`config.mk`:
```
export PLATFORM = sky130hd
export DESIGN_NAME = ram_test_sequencer
export DESIGN_NICKNAME = d
export VERILOG_FILES = /design/src/rtl/ram_test_pkg.sv /design/src/rtl/wb_ack_watchdog.sv /design/src/rtl/ram_test_sequencer.sv
export SDC_FILE = /design/constraint.sdc
export NUM_CORES = 1
export LEC_CHECK = 0
export ABC_AREA = 1
export CAP_MARGIN = 20
export CORE_MARGIN = 4
export CORE_UTILIZATION = 43
export DETAILED_ROUTE_END_ITERATION = 8
export PLACE_DENSITY_LB_ADDON = 0.25
export SLEW_MARGIN = 25
export SYNTH_ARGS = -nofsm -noshare
export SYNTH_HDL_FRONTEND = slang
export SYNTH_SLANG_ARGS = --single-unit
```
`constraint.sdc`:
```
create_clock -name clock -period 5.3 [get_ports clock]
set_input_delay 1.59 -clock clock [delete_from_list [all_inputs] [get_ports clock]]
set_output_delay 1.59 -clock clock [all_outputs]
set_load 0.02 [all_outputs]
```
`src/rtl/ram_test_pkg.sv`:
```
// Shared definitions for the RAM test sequencer: FSM states, LED bit positions
// and the write/readback data pattern.
package ram_test_pkg;

    localparam int unsigned WORD_W   = 32;
    localparam int unsigned LED_PASS = 4;
    localparam int unsigned LED_RUN  = 5;
    localparam int unsigned LED_TMO  = 6;
    localparam int unsigned LED_MIS  = 7;

    typedef enum logic [2:0] {
        ST_WRITE     = 3'd0,
        ST_WRITE_GAP = 3'd1,
        ST_READ      = 3'd2,
        ST_READ_GAP  = 3'd3,
        ST_PASS_END  = 3'd4,
        ST_FAIL      = 3'd5,
        ST_DONE      = 3'd6
    } state_e;

    // Pass 0 writes the seeded index pattern, pass 1 writes its complement.
    function automatic logic [WORD_W-1:0] pattern(input logic [15:0] index,
                                                   input logic pass,
                                                   input logic [WORD_W-1:0] seed);
        logic [WORD_W-1:0] word;
        word = {~index, index} ^ seed;
        return pass ? ~word : word;
    endfunction

endpackage

```
`src/rtl/wb_ack_watchdog.sv`:
```
// Counts strobe cycles that have not been acknowledged and flags when the
// responder has kept the initiator waiting for ACK_TIMEOUT cycles.
module wb_ack_watchdog #(
    parameter int unsigned ACK_TIMEOUT = 1024
) (
    input  logic clock,
    input  logic reset,
    input  logic start_i,
    input  logic busy_i,
    input  logic ack_i,
    output logic timeout_c_o
);

    localparam int unsigned CNT_W = $clog2(ACK_TIMEOUT + 1);

    logic [CNT_W-1:0] count_q;

    // Flags in the ACK_TIMEOUT-th waiting cycle so the initiator can drop strobe on that edge.
    assign timeout_c_o = busy_i && !ack_i && (count_q == CNT_W'(ACK_TIMEOUT - 1));

    always_ff @(posedge clock or posedge reset) begin
        if (reset) begin
            count_q <= '0;
        end else if (start_i) begin
            count_q <= '0;
        end else if (busy_i && !ack_i && !timeout_c_o) begin
            count_q <= count_q + CNT_W'(1);
        end
    end

endmodule

```
`src/rtl/ram_test_sequencer.sv`:
```
// Wishbone-style initiator that writes a pattern over a RAM window, reads it back
// and compares, then repeats with inverted data; status goes to LEDs and capture registers.
module ram_test_sequencer
    import ram_test_pkg::*;
#(
    parameter int unsigned ADDRESS_COUNT = 256,
    parameter logic [31:0] BASE_ADDRESS  = 32'h0,
    parameter logic [31:0] SEED          = 32'h5A5A0000,
    parameter int unsigned ACK_TIMEOUT   = 1024,
    parameter bit          LOOP          = 1'b1
) (
    input  logic        clock,
    input  logic        reset,
    output logic        wbCycleStrobe,
    output logic        wbWriteEnable,
    output logic [31:0] wbAddress,
    output logic [31:0] wbWriteData,
    input  logic [31:0] wbReadData,
    input  logic        wbAck,
    output logic [7:0]  leds,
    output logic [31:0] errorAddress,
    output logic [31:0] errorExpected,
    output logic [31:0] errorActual
);

    localparam int unsigned IDX_W = $clog2(ADDRESS_COUNT);

    state_e             state_q;
    logic [IDX_W-1:0]   index_q;
    logic               pass_q;
    logic [3:0]         iter_q;
    logic               stb_q;
    logic               we_q;
    logic [31:0]        addr_q;
    logic [31:0]        data_q;
    logic [31:0]        rdata_q;
    logic               running_q;
    logic               tmo_q;
    logic               mis_q;
    logic [31:0]        err_addr_q;
    logic [31:0]        err_exp_q;
    logic [31:0]        err_act_q;

    logic               last_c;
    logic               timeout_c;
    logic [IDX_W-1:0]   next_index_d;
    logic               next_pass_d;
    logic [31:0]        issue_addr_d;
    logic [31:0]        issue_data_d;

    wb_ack_watchdog #(
        .ACK_TIMEOUT (ACK_TIMEOUT)
    ) u_watchdog (
        .clock       (clock),
        .reset       (reset),
        .start_i     (!stb_q),
        .busy_i      (stb_q),
        .ack_i       (wbAck),
        .timeout_c_o (timeout_c)
    );

    // Address and word of the transfer issued on the next edge, when one is issued.
    always_comb begin
        last_c       = (index_q == IDX_W'(ADDRESS_COUNT - 1));
        next_index_d = index_q + IDX_W'(1);
        next_pass_d  = pass_q;
        case (state_q)
            ST_WRITE:     next_index_d = index_q;
            ST_WRITE_GAP: if (last_c) next_index_d = '0;
            ST_PASS_END: begin
                next_index_d = '0;
                next_pass_d  = LOOP ? ~pass_q : 1'b1;
            end
            default: ;
        endcase
        issue_addr_d = BASE_ADDRESS + 32'(next_index_d);
        issue_data_d = pattern(16'(next_index_d), next_pass_d, SEED);
    end

    always_ff @(posedge clock or posedge reset) begin
        if (reset) begin
            state_q    <= ST_WRITE;
            index_q    <= '0;
            pass_q     <= 1'b0;
            iter_q     <= '0;
            stb_q      <= 1'b0;
            we_q       <= 1'b0;
            addr_q     <= '0;
            data_q     <= '0;
            rdata_q    <= '0;
            running_q  <= 1'b0;
            tmo_q      <= 1'b0;
            mis_q      <= 1'b0;
            err_addr_q <= '0;
            err_exp_q  <= '0;
            err_act_q  <= '0;
        end else begin
            running_q <= 1'b1;
            case (state_q)
                ST_WRITE, ST_READ: begin
                    if (!stb_q) begin
                        // Only reached in WRITE straight out of reset.
                        stb_q  <= 1'b1;
                        we_q   <= (state_q == ST_WRITE);
                        addr_q <= issue_addr_d;
                        data_q <= issue_data_d;
                    end else if (timeout_c) begin
                        stb_q      <= 1'b0;
                        tmo_q      <= 1'b1;
                        err_addr_q <= addr_q;
                        running_q  <= 1'b0;
                        state_q    <= ST_FAIL;
                    end else if (wbAck) begin
                        stb_q   <= 1'b0;
                        rdata_q <= wbReadData;
                        state_q <= (state_q == ST_WRITE) ? ST_WRITE_GAP : ST_READ_GAP;
                    end
                end
                ST_WRITE_GAP: begin
                    index_q <= next_index_d;
                    stb_q   <= 1'b1;
                    we_q    <= !last_c;
                    addr_q  <= issue_addr_d;
                    data_q  <= issue_data_d;
                    state_q <= last_c ? ST_READ : ST_WRITE;
                end
                ST_READ_GAP: begin
                    if (rdata_q != data_q) begin
                        mis_q      <= 1'b1;
                        err_addr_q <= addr_q;
                        err_exp_q  <= data_q;
                        err_act_q  <= rdata_q;
                        running_q  <= 1'b0;
                        state_q    <= ST_FAIL;
                    end else if (last_c) begin
                        state_q <= ST_PASS_END;
                    end else begin
                        index_q <= next_index_d;
                        stb_q   <= 1'b1;
                        we_q    <= 1'b0;
                        addr_q  <= issue_addr_d;
                        data_q  <= issue_data_d;
                        state_q <= ST_READ;
                    end
                end
                ST_PASS_END: begin
                    index_q <= next_index_d;
                    pass_q  <= next_pass_d;
                    if (pass_q) iter_q <= iter_q + 4'd1;
                    if (pass_q && !LOOP) begin
                        running_q <= 1'b0;
                        state_q   <= ST_DONE;
                    end else begin
                        stb_q   <= 1'b1;
                        we_q    <= 1'b1;
                        addr_q  <= issue_addr_d;
                        data_q  <= issue_data_d;
                        state_q <= ST_WRITE;
                    end
                end
                default: begin
                    stb_q     <= 1'b0;
                    running_q <= 1'b0;
                end
            endcase
        end
    end

    assign wbCycleStrobe = stb_q;
    assign wbWriteEnable = we_q;
    assign wbAddress     = addr_q;
    assign wbWriteData   = data_q;
    assign errorAddress  = err_addr_q;
    assign errorExpected = err_exp_q;
    assign errorActual   = err_act_q;

    always_comb begin
        leds           = '0;
        leds[3:0]      = iter_q;
        leds[LED_PASS] = pass_q;
        leds[LED_RUN]  = running_q;
        leds[LED_TMO]  = tmo_q;
        leds[LED_MIS]  = mis_q;
    end

endmodule

```
==> summary.txt, run 1 <==
Run status
  • Status: complete, no violations

Routing
  • Routed Wire Length: 16.9 mm
  • Final ANT Viol Nets: 0
  • Post-route DRC: 0
  • Via/cell ratio: between 4 and 5
  • DRT iter0 DRCs: around 380
  • Via count: 5674
  • Routed len/inst: between 10 and 15 um
  • DR pass1 iterations: 5

Flow run
  • Max-capacitance violation count: 0

STA
  • Final Setup Violations: 0
  • Slew HR: 0.379
  • Fin crit share: 0.645
  • Fin. Hold Viols: 0
  • Setup TNS Final: 0 ns
  • Max Slew Vio Count: 0
  • RSZ-0062 raised after global routing: false
  • Slew @ Worst Pin: 0.930 ns
  • FMAX: 0.293 GHz
  • Fin crit period: 3.42 ns
  • Final WS setup: around 1.9 ns
  • Layout Skew: between 0.01 and 0.015 ns

Clock tree
  • CTS H-Tree Depth: 4
  • TritonCTS clock tree: yes
  • Post-cts sizing count: 0
  • Clock slew at reported path FFs: roughly 0.060 ns
  • Post-CTS Hold Fix Bufs: 0
  • Worst skew pair latency: around 0.42 ns
  • CTS max path bufs: 2
  • TritonCTS buffer count: 17
  • # clock sinks: 140
  • Postcts setup bufs: 0
  • Clk root buf: clkbuf_16

Power
  • Sw frac: 0.222
  • Comb pwr share: 0.035
  • Clk network pwr share: 0.507
  • Psw: around 520 uW
  • Cell Int Power: around 1800 uW
  • Seq pwr share: 0.459
  • Maximum vdd drop: about 0.21 mV
  • Pleak: around 0.0044 uW
  • Pwr Density: about 260 nW/um^2
  • Total power draw: around 2300 uW

Yosys
  • Cell Area, Synth: between 7000 and 8000 um^2
  • Synth cell types: 28
  • Yosys reg bits: 140
  • Post-synth EDFFs: 0
  • Most instantiated cells after synthesis: nand2_1 (255), dfrtp_1 (140), buf_4 (92)
  • Ys Warns: 0
  • Top cell type's share of synthesized area: 0.498
  • Count leader, synth: nand2_1
  • Predominant post-synthesis flop cell: dfrtp_1
  • Synth area leader: dfrtp_1
  • Synth area leaders: dfrtp_1 (50%), nand2_1 (14%), buf_4 (9.8%)
  • Mapped Cells: between 800 and 900
  • Sequential fraction of the synthesis area: 0.498
  • Ys async rst share: 1.00
  • Syn avg cell area: 8.24 um^2

Layout
  • P&R area growth vs syn: 25.8%
  • Share of cells above drive strength 1: 0.0512
  • Post-Layout Inst Area: 8850 um^2
  • ANT cells: 0
  • # fillers: roughly 1500
  • Nets@finish: between 1000 and 1500

Floorplanning
  • Die X: ~140 um
  • Die Ht: roughly 140 um
  • Starting density of the core: 0.441
  • Total die area: between 15000 and 20000 um^2
  • I/O Pins: ~200
  • Row Count: 46
  • Placeable Area: 15900 um^2

Setup path
  • WP buf/inv: 1
  • CP Class: reg2out
  • Worst setup EP type: primary output
  • Critical-path cell list: clkdlybuf4s50_1
  • CP Max Fanout: 18
  • Crit-path slowest cell: clkdlybuf4s50_1
  • Top delay family on crit path: buffers and inverters
  • Crit start category: register
  • Worst EP required: ~3.7 ns
  • Worst Path Arrival: roughly 1.8 ns
  • Max incr delay on CP: between 0.7 and 0.8 ns

GRT
  • Initial antenna violation count: 0
  • Gr ovfl total: 0
  • Vias in the first global route: between 5000 and 6000
  • Total GRT Usage: 0.184
  • Largest net degree at the start of global routing: 96
  • First-pass GRT wire length: between 20 and 30 mm

Placement
  • Placer congestion estimate: approximately 0.85
  • Final HPWL DP: 11.9 mm
  • # port buffers: 156
  • DP Area: between 8000 and 9000 um^2
  • DP Worst Slack: 1.62 ns

Hold path
  • Hold Path Class: reg2reg
==> area by class of cell <==
type	instances	area (um^2)	share of cell area
Clock inverter	13	140	0.0158
Timing Repair Buffer	161	1610	0.182
Sequential cell	140	3500	0.396
Clock buffer	19	453	0.0512
Inverter	64	244	0.0276
Multi-Input combinational cell	579	2630	0.297
Tap cell	216	270	0.0305
==> state kept, by name, indices dropped and copies added (netlist names) <==
signal and flops:
errorAddress 8, index_q 8, mis_q 1, errorExpected 14
wbWriteData 14, wbCycleStrobe 1, wbWriteEnable 1, rdata_q 32
tmo_q 1, pass_q 1, errorActual 32, wbAddress 8
running_q 1, u_watchdog.count_q 11, iter_q 4, state_q 3
==> path summary, 6_finish.rpt <==
kind,start,end,slack (ns),cells after the start
hold reg to reg,mis_q$_DFFE_PP0P_,mis_q$_DFFE_PP0P_,0.47,2
hold / removal,mis_q$_DFFE_PP0P_,mis_q$_DFFE_PP0P_,0.47,2
setup reg to reg,wbWriteData[30]$_DFFE_PP0P_,errorAddress[0]$_DFFE_PP0P_,2.59,11
max in group asynchronous,reset,rdata_q[27]$_DFFE_PP0P_,2.75,3
setup / recovery,wbWriteData[30]$_DFFE_PP0P_,wbWriteData[14],1.88,1
min in group asynchronous,reset,errorAddress[0]$_DFFE_PP0P_,1.71,2
==> placed cells by master, fill, tap and decap left out <==
master,instances
nor2_2,1
xor2_1,6
nand2_2,2
mux2_2,2
nor3_1,2
o211ai_1,2
ha_1,4
a21oi_1,37
nand4_1,9
inv_1,63
o31ai_1,2
clkbuf_8,2
or2_2,1
clkdlybuf4s50_1,156
clkinv_4,4
nand3_2,2
bufinv_16,2
clkbuf_16,17
nand2_1,255
buf_4,4
xnor2_1,14
inv_6,2
o21ai_0,45
nor2_4,1
conb_1,48
dfrtp_1,140
nand2_4,3
clkinvlp_4,2
nand3_1,78
o32ai_1,2
clkinv_2,4
buf_12,1
nor2_1,63
==> layer usage <==
metal	GRT usage	vias to the layer above	routed length (um)
met5	0	-	0
met3	0.0392	20	1030
met4	0.0616	0	272
li1	-	2792	-
met2	0.303	194	8170
met1	0.242	2668	7430
==> power groups by stage <==
stage	Combinational, uW	Clock, uW	Sequential (uW)
floorplan	72.4	0	1090
global placement	82.3	0	1090
detailed placement	81.9	0	1090
CTS	82.0	1200	1070
global route	89.0	1240	1070
finish	80.9	1180	1070
==> logic make-up after synthesis <==
family,count (synthesis),share of synthesized area
DFF,140,0.498
other,1,0.000533
and+or+nand+nor,417,0.247
buffers and inverters,182,0.155
AOI/OAI and AO/OA,88,0.0651
adders and majority gates,4,0.00711
xor gates and xnor gates,20,0.0249
muxes,2,0.00320
==> metrics by stage <==
stage                      util  cells  hold slack [ns]
final                     0.555   1192            0.468
after global routing      0.555   1192            0.485
after CTS                 0.555   1192            0.470
after detailed placement  0.518   1160            0.449
after global placement    0.518   1160            0.446
after floorplan               -    901            0.435
Power figures use the tool's default switching activity.
==> run 2, diff against run 1 <==
--- a/config.mk
+++ b/config.mk
@@ -8,7 +8,7 @@
 export ABC_AREA = 1
 export CAP_MARGIN = 20
 export CORE_MARGIN = 4
-export CORE_UTILIZATION = 43
+export CORE_UTILIZATION = 45
 export DETAILED_ROUTE_END_ITERATION = 8
 export PLACE_DENSITY_LB_ADDON = 0.25
 export SLEW_MARGIN = 25
==> constraint.sdc (replaced) <==
create_clock -name clock -period 3.2 [get_ports clock]
set_input_delay 0.96 -clock clock [delete_from_list [all_inputs] [get_ports clock]]
set_output_delay 0.96 -clock clock [all_outputs]
set_load 0.02 [all_outputs]
==> run 2 against run 1 <==
Net effect: global-route usage increased by 0.75 points; register-to-register slack got worse by 1.8 ns; sequential share of layout area decreased by 0.11 points; flip-flop and latch count unchanged; combinational power increased by 64%; cell area increased by 0.28%; sequential power increased by 65%; clock-buffer cell count increased by 3; clock skew decreased by 0.0015 ns; highest routed layer unchanged.
==> summary.txt, run 2 (same netlist as run 1, synthesis figures left out) <==
Routing
  • Via/cell ratio: 4.75 (-0.19%)
  • Final ANT Viol Nets: 0 (unchanged)
  • Routed len/inst: 13.9 um (-2.0%)
  • Routed Wire Length: 16.5 mm (-2.2%)
  • Via count: 5654 (-0.35%)
  • Post-route DRC: 0 (unchanged)
  • DR pass1 iterations: 5 (unchanged)
  • DRT iter0 DRCs: 346 (-8.7%)

GRT
  • Gr ovfl total: 0 (unchanged)
  • Total GRT Usage: 0.191 (+0.00745)
  • Vias in the first global route: 5439 (+0.68%)
  • First-pass GRT wire length: 27.2 mm (+0.43%)
  • Largest net degree at the start of global routing: 81 (-16%)
  • Initial antenna violation count: 0 (unchanged)

Floorplanning
  • Starting density of the core: 0.461 (+0.0198)
  • Total die area: 17700 um^2 (-4.2%)
  • Placeable Area: 15300 um^2 (-4.3%)
  • Die Ht: 133 um (-2.1%)
  • Die X: 133 um (-2.1%)
  • Row Count: 45 (-2.2%)
  • I/O Pins: 205 (unchanged)

Placement
  • Placer congestion estimate: 0.894 (+5.7%)
  • Placed cell count: 1158 (-0.17%)
  • DP Area: 8310 um^2 (+0.65%)
  • Final HPWL DP: 11.9 mm (-0.25%)
  • # port buffers: 156 (unchanged)

Setup path
  • Reg-to-Reg Start: wbWriteData[30]$_DFFE_PP0P_
  • Worst Path Arrival: 1.84 ns (about the same)
  • Worst setup EP type: primary output
  • Worst EP required: 2.24 ns (-1.47 ns)
  • Crit-path slowest cell: clkdlybuf4s50_1
  • WP buf/inv: 1 (unchanged)
  • Worst r2r path cells: 11 (unchanged)
  • Max incr delay on CP: 0.72 ns (about the same)
  • Reg2reg setup slack: 0.83 ns (-1.76 ns)
  • Critical-path cell list: clkdlybuf4s50_1
  • Reg-to-reg critical path endpoint: index_q[0]$_DFFE_PP0P_
  • Crit start category: register
  • CP Max Fanout: 18 (unchanged)
  • Top delay family on crit path: buffers and inverters
  • CP Class: reg2out

STA
  • FMAX: 0.357 GHz
  • Setup TNS Final: 0 ns (unchanged)
  • Slew @ Worst Pin: 0.573 ns (-0.357 ns)
  • Max Slew Vio Count: 0 (unchanged)
  • Final Setup Violations: 0 (unchanged)
  • Slew HR: 0.618 (+0.239)
  • Layout Skew: 0.0103 ns (-0.00150 ns)
  • Hold WS: 0.466 ns (-0.00148 ns)
  • RSZ-0062 raised after global routing: false
  • Fin. Hold Viols: 0 (unchanged)
  • Fin crit period: between 2 and 3 ns
  • Fin crit share: 0.875

Power
  • Total power draw: 3770 uW (+62%)
  • Maximum vdd drop: 0.394 mV (+86%)
  • Pwr Density: 425 nW/um^2 (+61%)
  • Pleak: 0.00441 uW (+0.25%)

Layout
  • P&R area growth vs syn: 26.1%
  • ANT cells: 0 (unchanged)
  • Share of cells above drive strength 1: 0.0521 (+0.000864)
  • Most frequent cells in the layout: nand2_1 (255), clkdlybuf4s50_1 (156), dfrtp_1 (140)
  • Cell Count, Final, Fillers Out: 1190 (-0.17%)
  • Post-Layout Inst Area: 8870 um^2 (+0.28%)
  • Nets@finish: 1005 (+0.30%)
  • Commonest non-fill, non-tap cell in the layout: nand2_1

Hold path
  • Hold_sp: iter_q[3]$_DFFE_PP0P_
  • Hold Path Depth: 1 (-1)
  • Hold Path Class: reg2reg
  • Worst hold path endpoint: iter_q[3]$_DFFE_PP0P_

Clock tree
  • TritonCTS clock tree: yes
  • Clock slew at reported path FFs: 0.06 ns (about the same)
  • Clk root buf: clkbuf_16
  • Worst skew pair latency: 0.42 ns (about the same)
  • TritonCTS buffer count: 17 (unchanged)
  • CTS H-Tree Depth: 4 (unchanged)
  • Post-CTS Hold Fix Bufs: 0 (unchanged)
  • # clock sinks: 140 (unchanged)
  • Postcts setup bufs: 0 (unchanged)
  • Post-cts sizing count: 0 (unchanged)
  • CTS max path bufs: 2 (unchanged)

Run status
  • Status: complete, no violations

Flow run
  • Max-capacitance violation count: 0 (unchanged)
run 2: final cells by class:
type                       instances  area (um^2)
fill                            1396         6380
clock buffer                      22          474
tap                              211          264
sequential                       140         3500
multi-input combinational        579         2630
clock inverter                    10         90.1
inverter                          64          244
timing repair buffer             164         1670
run 2: how the worst max path moves through the flow:
stage,startpoint,to,slack [ns],cells after the start
final,wbWriteData[30]$_DFFE_PP0P_,wbWriteData[25],0.40,1
after global routing,wbWriteData[30]$_DFFE_PP0P_,wbWriteData[25],0.25,1
after CTS,wbWriteData[30]$_DFFE_PP0P_,wbWriteData[25],0.34,1
after detailed placement,wbAck,state_q[1]$_DFFE_PP0P_,0.50,9
after global placement,wbAck,state_q[1]$_DFFE_PP0P_,0.57,9
after floorplan,reset,errorActual[0]$_DFFE_PP0P_,0.49,1
run 2: worst register-to-register path, cell delays in order (launching register included):
cell and delay (ns):
dfrtp_1 0.70, nand2_1 0.10, nor2_1 0.13, nand2_1 0.06, nand2_1 0.07, nand2_1 0.08, nor2_4 0.17, nand3_1 0.11
nand2_2 0.36, nand2_1 0.30, nand2_1 0.12, nand2_1 0.05
run 2: stage by stage:
| step | utilization | setup WS (ns) |
|---|---|---|
| finish | 0.582 | 0.402 |
| global route | 0.582 | 0.250 |
| CTS | 0.582 | 0.343 |
| detailed placement | 0.545 | 0.497 |
| global placement | 0.545 | 0.568 |
| floorplan | - | 0.491 |
run 2: power breakdown:
part           internal (uW)  switching, uW
Clock                   1130            741
Combinational           41.3           91.6
Sequential              1770              0
Total                   2940            833
run 2: routing by layer:
metal	up-vias	wire (um)	track usage
met5	-	0	0
met4	0	268	0.0681
met3	24	1080	0.0532
met2	197	7980	0.313
met1	2634	7210	0.244
li1	2799	-	-
==> run 3, diff against run 2 <==
--- a/config.mk
+++ b/config.mk
@@ -7,6 +7,7 @@
 export LEC_CHECK = 0
 export ABC_AREA = 1
 export CAP_MARGIN = 20
+export CORE_ASPECT_RATIO = 0.7
 export CORE_MARGIN = 4
 export CORE_UTILIZATION = 45
 export DETAILED_ROUTE_END_ITERATION = 8
==> run 3 against run 2 <==
Net effect: clock-buffer cell count down 5; critical endpoint is now wbWriteData[10]; sequential share of layout area down 0.094 points; clock skew up 0.0034 ns; largest power group unchanged; clock power about the same.
==> summary.txt, run 3 (same netlist as run 1, synthesis figures left out) <==
STA
  • Layout Skew: 0.0138 ns (+0.00345 ns)
  • Max Slew Vio Count: 0 (unchanged)
  • Fin crit period: 2.83 ns (+0.0341 ns)
  • FMAX: 0.353 GHz (-1.2%)
  • Final Setup Violations: 0 (unchanged)
  • Setup TNS Final: 0 ns (unchanged)
  • Fin crit share: 0.885 (+0.0107)
  • Slew @ Worst Pin: 0.642 ns (+0.0690 ns)
  • Slew HR: 0.571 (-0.0469)
  • Fin. Hold Viols: 0 (unchanged)
  • RSZ-0062 raised after global routing: false

Clock tree
  • CTS max path bufs: 2 (unchanged)
  • Clock slew at reported path FFs: 0.06 ns (about the same)
  • TritonCTS clock tree: yes
  • CTS H-Tree Depth: 4 (unchanged)
  • Clk root buf: clkbuf_16
  • Worst skew pair latency: 0.42 ns (about the same)
  • Postcts setup bufs: 0 (unchanged)
  • # clock sinks: 140 (unchanged)
  • Post-CTS Hold Fix Bufs: 0 (unchanged)
  • TritonCTS buffer count: 17 (unchanged)
  • Post-cts sizing count: 0 (unchanged)

Setup path
  • Max incr delay on CP: 0.73 ns (about the same)
  • Reg2reg setup slack: 0.79 ns (-0.04 ns)
  • Reg-to-Reg Start: wbWriteData[30]$_DFFE_PP0P_
  • Worst EP required: 2.24 ns (about the same)
  • Worst Path Arrival: 1.87 ns (+0.03 ns)
  • Top delay family on crit path: flip-flops
  • CP Class: reg2out
  • Worst setup EP type: primary output
  • CP Max Fanout: 18 (unchanged)
  • Worst r2r path cells: 10 (-1)
  • Crit start category: register
  • Critical-path cell list: clkdlybuf4s50_1
  • Reg-to-reg critical path endpoint: errorExpected[2]$_DFFE_PP0P_
  • WP buf/inv: 1 (unchanged)
  • Crit-path slowest cell: dfrtp_1

Floorplanning
  • Starting density of the core: 0.469 (+0.00796)
  • Placeable Area: 15000 um^2 (-1.7%)
  • Die X: 157 um (+18%)
  • Row Count: 37 (-18%)
  • Die Ht: 113 um (-15%)
  • Total die area: 17700 um^2 (+0.19%)
  • I/O Pins: 205 (unchanged)

Run status
  • Status: complete, no violations

Layout
  • Most frequent cells in the layout: nand2_1 (255), clkdlybuf4s50_1 (156), dfrtp_1 (140)
  • # fillers: 1326 (-5.0%)
  • ANT cells: 0 (unchanged)
  • FF+latch area: 3500 um^2 (unchanged)
  • Post-Layout Inst Area: 8890 um^2 (+0.24%)
  • Share of cells above drive strength 1: 0.0589 (+0.00685)
  • P&R area growth vs syn: 26.4%
  • Nets@finish: 1010 (+0.50%)
  • Post-layout util: 0.593 (+0.0115)
  • Commonest non-fill, non-tap cell in the layout: nand2_1
  • Area of the multi-input gates: 2630 um^2 (unchanged)

Hold path
  • Hold_sp: tmo_q$_DFFE_PP0P_
  • Hold Path Class: reg2reg
  • Worst hold path endpoint: tmo_q$_DFFE_PP0P_
  • Hold Path Depth: 2 (+1)

Power
  • Clk network pwr share: 0.494 (about the same)
  • Maximum vdd drop: 0.351 mV (-11%)
  • Comb pwr share: 0.037 (+0.002)
  • Pwr Density: 424 nW/um^2 (-0.34%)
  • Sw frac: 0.248 (+0.0271)
  • Pleak: 0.00443 uW (+0.50%)
  • Seq pwr share: 0.469 (about the same)
  • Cell Int Power: 2840 uW (-3.6%)
  • Total power draw: 3770 uW (-0.10%)
  • Psw: 934 uW (+12%)

Placement
  • Final HPWL DP: 12.5 mm (+5.7%)
  • # port buffers: 156 (unchanged)
  • Placer congestion estimate: 0.871 (-2.6%)
  • DP Area: 8340 um^2 (+0.36%)

GRT
  • Largest net degree at the start of global routing: 50 (-38%)
  • Total GRT Usage: 0.198 (+0.00656)
  • First-pass GRT wire length: 28.3 mm (+3.9%)
  • Initial antenna violation count: 0 (unchanged)
  • Gr ovfl total: 0 (unchanged)
  • Vias in the first global route: 5401 (-0.70%)

Routing
  • Via/cell ratio: 4.88 (+2.8%)
  • DRT iter0 DRCs: 399 (+15%)
  • Post-route DRC: 0 (unchanged)
  • Routed Wire Length: 17.5 mm (+6.0%)
  • Final ANT Viol Nets: 0 (unchanged)
  • Routed len/inst: 14.9 um (+6.9%)
  • Via count: 5757 (+1.8%)
  • DR pass1 iterations: 5 (unchanged)

Flow run
  • Max-capacitance violation count: 0 (unchanged)
==> run 3: tightest hold or removal path: stages (launching register included) <==
cell and delay (ns):
dfrtp_1 0.34, inv_1 0.04, nand2_1 0.05
==> run 3: how the worst max path moves through the flow <==
stage	start	end	slack (ns)	depth (start not counted)
CTS	wbWriteData[30]$_DFFE_PP0P_	wbWriteData[10]	0.35	1
global placement	wbAck	state_q[1]$_DFFE_PP0P_	0.55	9
detailed placement	wbAck	state_q[0]$_DFFE_PP0P_	0.45	9
finish	wbWriteData[30]$_DFFE_PP0P_	wbWriteData[10]	0.37	1
global route	wbWriteData[30]$_DFFE_PP0P_	wbWriteData[15]	0.26	1
floorplan	reset	errorActual[0]$_DFFE_PP0P_	0.49	1
==> run 3: through the flow <==
| step | cells | hold slack [ns] | setup slack, ns |
|---|---|---|---|
| 6_report | 1179 | 0.463 | 0.367 |
| 5_1_grt | 1179 | 0.488 | 0.264 |
| 4_1_cts | 1179 | 0.469 | 0.349 |
| 3_5_place_dp | 1147 | 0.453 | 0.450 |
| 3_3_place_gp | 1147 | 0.446 | 0.546 |
| 2_1_floorplan | 901 | 0.435 | 0.491 |
==> run 3: per-layer routing <==
metal | global-route usage | vias up | part of all wire
li1 | - | 2819 | -
met1 | 0.298 | 2694 | 0.49
met2 | 0.293 | 231 | 0.43
met3 | 0.0424 | 13 | 0.069
met4 | 0.0453 | 0 | 0.0094
met5 | 0 | - | 0
==> run 3: area by class of cell <==
class                   count  area share
clock inverters            15      0.0146
repair buffers            169       0.194
well taps                 195      0.0274
flip-flops and latches    140       0.394
inverters                  64      0.0274
multi-input cells         579       0.295
clock buffers              17      0.0478
==> run 3: power by group through the flow <==
stage / clock network, uW / logic [uW] / registers (uW)
2_1_floorplan: 0 / 120 / 1800
3_3_place_gp: 0 / 140 / 1800
5_1_grt: 1970 / 153 / 1770
3_5_place_dp: 0 / 141 / 1800
6_report: 1860 / 139 / 1770
4_1_cts: 1890 / 141 / 1770
